`src/rtl/uc_arbiter.sv`:
```
// ----------------------------------------------------------------------------
// uc_arbiter
//   Producer side of the unit-clause queue. Collects unit literals discovered
//   by NUM_ENG BCP engines into per-engine holding slots and serializes them
//   into the uc_queue push port under round-robin arbitration. Identical
//   literals held at the same time are coalesced into a single push.
//   Complementary literals (x and ~x) held together raise a sticky conflict
//   that halts all further pushes and acceptances until reset.
//
// Literal format: MSB = polarity (1 = negated), [LIT_W-2:0] = variable index,
// variable index 0 is the null literal.
//
// Ports
//   clk           clock
//   rst           synchronous active-high reset
//   req_valid     per-engine request valid
//   req_lit       per-engine unit literal
//   req_ready     per-engine slot free (accept on valid & ready at posedge)
//   ucq_full      uc_queue full; suppresses pushing
//   push          push strobe to uc_queue (combinational from held state)
//   uca2ucq       literal to uc_queue, 0 when push = 0
//   conflict      sticky conflict flag
//   conflict_var  variable index of the detected conflict
// ----------------------------------------------------------------------------
`ifndef LIT_IDX_MAX
`define LIT_IDX_MAX 64
`endif

module uc_arbiter #(
  parameter int NUM_ENG     = 4,
  parameter int LIT_IDX_MAX = `LIT_IDX_MAX,
  parameter int LIT_W       = $clog2(LIT_IDX_MAX) + 1
) (
  input  logic                            clk,
  input  logic                            rst,
  input  logic [NUM_ENG-1:0]              req_valid,
  input  logic [NUM_ENG-1:0][LIT_W-1:0]   req_lit,
  output logic [NUM_ENG-1:0]              req_ready,
  input  logic                            ucq_full,
  output logic                            push,
  output logic [LIT_W-1:0]                uca2ucq,
  output logic                            conflict,
  output logic [LIT_W-2:0]                conflict_var
);

  localparam int PTR_W = (NUM_ENG > 1) ? $clog2(NUM_ENG) : 1;

  logic [NUM_ENG-1:0] hold_v;
  logic [LIT_W-1:0]   hold_lit [NUM_ENG];
  logic [PTR_W-1:0]   rr_ptr;

  logic               conf_hit;
  logic [LIT_W-2:0]   conf_idx;
  logic               grant_found;
  logic [PTR_W-1:0]   grant_idx;
  logic [PTR_W-1:0]   next_ptr;
  logic [LIT_W-1:0]   grant_lit;
  logic [NUM_ENG-1:0] clr_mask;
  logic [NUM_ENG-1:0] accept;
  logic               push_en;

  // Complementary-pair detection over held slots. The first hit in (i, j)
  // order is the lowest-index pair; both members share the variable index.
  always_comb begin
    // NOTE: every always_comb output gets a default before any branch so no
    // path leaves it unassigned, which would otherwise infer a latch.
    conf_hit = 1'b0;
    conf_idx = '0;
    for (int i = 0; i < NUM_ENG; i++) begin
      for (int j = i + 1; j < NUM_ENG; j++) begin
        if (!conf_hit && hold_v[i] && hold_v[j] &&
            (hold_lit[i][LIT_W-2:0] == hold_lit[j][LIT_W-2:0]) &&
            (hold_lit[i][LIT_W-1] != hold_lit[j][LIT_W-1])) begin
          conf_hit = 1'b1;
          conf_idx = hold_lit[i][LIT_W-2:0];
        end
      end
    end
  end

  // Round-robin grant: first held slot at or after rr_ptr, wrapping.
  always_comb begin
    int idx;
    grant_found = 1'b0;
    grant_idx   = '0;
    idx         = 0;
    for (int k = 0; k < NUM_ENG; k++) begin
      idx = int'(rr_ptr) + k;
      if (idx >= NUM_ENG) idx = idx - NUM_ENG;
      if (!grant_found && hold_v[idx]) begin
        grant_found = 1'b1;
        grant_idx   = PTR_W'(idx);
      end
    end
  end

  assign grant_lit = hold_lit[grant_idx];
  assign next_ptr  = (grant_idx == PTR_W'(NUM_ENG - 1)) ? '0 : grant_idx + 1'b1;

  // Every held copy of the granted literal retires with the one push.
  always_comb begin
    clr_mask = '0;
    for (int i = 0; i < NUM_ENG; i++) begin
      clr_mask[i] = hold_v[i] && (hold_lit[i] == grant_lit);
    end
  end

  // A pending conflict wins over pushing in the cycle it is detected.
  assign push_en   = !rst && !conflict && !conf_hit && !ucq_full && grant_found;
  assign push      = push_en;
  assign uca2ucq   = push_en ? grant_lit : '0;
  // Readiness follows the registered slot state, so a slot cleared at an edge
  // only becomes acceptable in the following cycle.
  assign req_ready = rst ? '1 : (~hold_v & {NUM_ENG{~conflict}});
  assign accept    = req_valid & req_ready;

  always_ff @(posedge clk) begin
    // NOTE: sequential state uses non-blocking assignments so every register
    // samples pre-edge values regardless of statement order.
    if (rst) begin
      hold_v       <= '0;
      rr_ptr       <= '0;
      conflict     <= 1'b0;
      conflict_var <= '0;
    end else if (!conflict) begin
      if (conf_hit) begin
        conflict     <= 1'b1;
        conflict_var <= conf_idx;
      end
      // accept only reaches empty slots, clr_mask only held ones: disjoint.
      for (int i = 0; i < NUM_ENG; i++) begin
        if (accept[i]) begin
          hold_v[i] <= (req_lit[i][LIT_W-2:0] != '0);  // null literal dropped
        end else if (push_en && clr_mask[i]) begin
          hold_v[i] <= 1'b0;
        end
      end
      if (push_en) rr_ptr <= next_ptr;
    end
  end

  // NOTE: literal storage has no reset; it is only observed when the matching
  // hold_v bit is set, and hold_v itself is reset.
  always_ff @(posedge clk) begin
    for (int i = 0; i < NUM_ENG; i++) begin
      if (!rst && !conflict && accept[i]) hold_lit[i] <= req_lit[i];
    end
  end

endmodule

```
`config.mk`:
```
export PLATFORM = sky130hd
export DESIGN_NAME = uc_arbiter
export DESIGN_NICKNAME = d
export VERILOG_FILES = /design/src/rtl/uc_arbiter.sv
export SDC_FILE = /design/constraint.sdc
export NUM_CORES = 1
export LEC_CHECK = 0
export BUFFER_PORTS_ARGS = -buffer_cell sky130_fd_sc_hd__buf_2
export CORE_AREA = 3 3 85 87
export DETAILED_ROUTE_END_ITERATION = 12
export DIE_AREA = 0 0 88 90
export HOLD_SLACK_MARGIN = 0.12
export MAX_ROUTING_LAYER = met4
export PLACE_DENSITY = 0.81
export SYNTH_ARGS = -nofsm -noshare
export SYNTH_HDL_FRONTEND = slang
export SYNTH_SLANG_ARGS = --single-unit
```
`constraint.sdc`:
```
create_clock -name clk -period 7.56 [get_ports clk]
set_input_delay 1.134 -clock clk [delete_from_list [all_inputs] [get_ports clk]]
set_output_delay 1.134 -clock clk [all_outputs]
set_load 0.05 [all_outputs]
```
==> results.json <==
{
  "synth_common_cells": "39 x xnor2_1, 35 x nor2_1, 28 x edfxtp_1, 28 x nand2_1, 22 x buf_2",
  "cts_setup_buffers": 0,
  "first_pass_iters": 5,
  "dieArea_um2": 7920,
  "critPathMaxFanout": 13,
  "grt_antenna_before_repair": 0,
  "syn_inst": 374,
  "port_buffers": 53,
  "critPathMaxStageDelay_ps": 550,
  "grt_overflow": 0,
  "syn-num-nets": 409,
  "drc": 0,
  "synth_seq_area_share": 0.339,
  "grt_pass1_wl_um": 14900,
  "wl_per_cell_um": 19.3,
  "grt_util_all_layers": 0.249,
  "tns_ps": 0,
  "status": "finished clean",
  "clock_skew_ps": 6.42,
  "antenna_cells": 0,
  "crit_chain": "and2_1 > o221ai_1 > nor3_1 > a41o_1 > nor2_1 > nand3_1 > inv_1 > and3_1 > buf_2",
  "fill_cells": 605,
  "place_inst": 470,
  "ys.flop_type": "edfxtp_1",
  "crit_type": "reg2out",
  "root_buffer": "clkbuf_8",
  "routed_wl_um": 9250,
  "min-delay-path-class": "reg2reg",
  "power_mw": 0.950,
  "ant_nets": 0,
  "ios": 54,
  "synth_seq_cells": 41,
  "dp_hpwl_um": 6920,
  "vias": 2924,
  "required_ps": 6430,
  "final_nets": 435,
  "synth_area_um2": 3240,
  "synth_enable_flop_cells": 28,
  "place.gp.congestion": 1.04,
  "p_per_area_nw_per_um2": 267,
  "avgViaCountPerCell": 6.12,
  "slowest_stage": "edfxtp_1",
  "grt_pass1_vias": 2830,
  "clockBufferDepth": 2,
  "ctsHoldBuffers": 0,
  "place_ws_ps": 3520,
  "drive_gt1_frac": 0.207,
  "final_cell_area_um2": 3560,
  "drt-initial-drc-count": 252,
  "synth_most_common_cell": "xnor2_1",
  "synth_cell_types": 57,
  "critPathCaptureType": "output pin",
  "timing_worst_slew_pin_value_ps": 707,
  "clock.fmax_ghz": 0.236,
  "avgSynthCellArea_um2": 8.67,
  "async_flop_share": 0,
  "synth_top_area_frac": 0.259,
  "cts-resized-gates": 0,
  "cts.sinks": 41,
  "die_w_um": 88,
  "finalSetupViolCount": 0,
  "path_clk_slew_ps": 80,
  "p_leak_nw": 1.32,
  "core_area_um2": 6420,
  "timing.final.ws_setup_ps": 3320,
  "die_h_um": 90,
  "rsz0062_at_grt": "false",
  "grt_max_degree": 27,
  "area_growth_pct": 9.68,
  "placed_area_um2": 3450,
  "arrival_ps": 3100,
  "vdd.ir_drop.worst_uv": 146,
  "htree_levels": 2,
  "clk_latency_ps": 290,
  "synth.area.top_cells": "edfxtp_1 26%, xnor2_1 11%, dfxtp_1 8.0%",
  "cts_buffers": 5,
  "cap_violations": 0,
  "yosysWarnings": 0,
  "num_rows": 29,
  "stdcell_count": 478,
  "slew-limit-headroom": 0.529,
  "min_period_ps": 4240,
  "finalMaxSlewViolations": 0,
  "hold_violations": 0,
  "yosysTopAreaCell": "edfxtp_1",
  "cts_tree": "built",
  "layout_worst_path_cycle_share": 0.560,
  "cp-start-kind": "flip-flop",
  "initial_core_util": 0.505
}
-- registers in the layout (all words and copies together), names as in the netlist, named ones only --
| register | count |
|---|---|
| conflict | 1 |
| conflict_var | 6 |
| hold_lit | 28 |
| hold_v | 4 |
| rr_ptr | 1 |
-- stage by stage --
step,hold WS (ps),utilization
floorplan,532,-
global placement,479,0.537
detailed placement,483,0.537
CTS,504,0.554
global route,558,0.554
finish,497,0.554
-- worst paths after layout --
check | startpoint | end | slack [ps] | cells after the start
setup / recovery | hold_lit[2][1]$_DFFE_PP_ | uca2ucq[4] | 3320 | 9
hold / removal | conflict_var[0]$_SDFFE_PP0P_ | conflict_var[0]$_SDFFE_PP0P_ | 500 | 2
setup reg to reg | hold_v[2]$_SDFFE_PP0P_ | hold_v[2]$_SDFFE_PP0P_ | 4210 | 9
hold reg to reg | conflict_var[0]$_SDFFE_PP0P_ | conflict_var[0]$_SDFFE_PP0P_ | 500 | 2
-- final cells by class --
| cell class | instances | area (µm²) | area share |
|---|---|---|---|
| Sequential cell | 41 | 1100 | 0.309 |
| Inverter | 13 | 48.8 | 0.0137 |
| Multi-Input combinational cell | 280 | 1890 | 0.531 |
| Clock buffer | 6 | 72.6 | 0.0204 |
| Timing Repair Buffer | 59 | 310 | 0.0872 |
| Clock inverter | 2 | 38.8 | 0.0109 |
| Tap cell | 77 | 96.3 | 0.0271 |
-- report_power, final --
| group | switching [mW] | total, mW | internal, mW |
|---|---|---|---|
| Clock | 0.0736 | 0.173 | 0.0991 |
| Sequential | 0.0514 | 0.313 | 0.262 |
| Combinational | 0.287 | 0.464 | 0.178 |
-- cells by family (layout without fill, tap and decap cells) --
logic type                after synthesis  in the layout  share of synthesized area
and+or+nand+nor                       133            133                      0.213
AOI/OAI and AO/OA                      73             73                      0.155
xor gates and xnor gates               55             55                      0.148
buffers and inverters                  53             80                     0.0779
DFF                                    41             41                      0.339
muxes                                  19             19                     0.0667
-- worst max-delay path, delay by kind of cell (launching register included) --
kind                   cells  cell delay (ps)
and+or+nand+nor            5             1080
DFF                        1              550
AOI/OAI and AO/OA          2              580
buffers and inverters      2              600
-- cell usage in the layout (no fill, tap or decap), types with 3 or more instances in the layout --
cell type and n:
buf_2 53, xnor2_1 39, nor2_1 35, nand2_1 28, edfxtp_1 28, a21oi_1 20
xor2_1 16, mux2i_1 15, inv_1 13, dfxtp_1 13, o21ai_0 10, nor2b_1 10
a31oi_1 10, nand4_1 8, nand3_1 7, nor3_1 7, or2_2 6, buf_4 6
nor4_1 5, nor4b_1 5, clkbuf_8 5, a2111oi_0 4, and3_1 4, a211oi_1 4
or4_1 4, nand2b_1 3, a21o_1 3, o31ai_1 3
-- layer usage --
metal | GRT usage | routed length, µm
met5 | - | 0
met4 | 0.0997 | 267
met3 | 0.0311 | 626
met2 | 0.378 | 4390
met1 | 0.333 | 3960
Power figures use the tool's default switching activity.
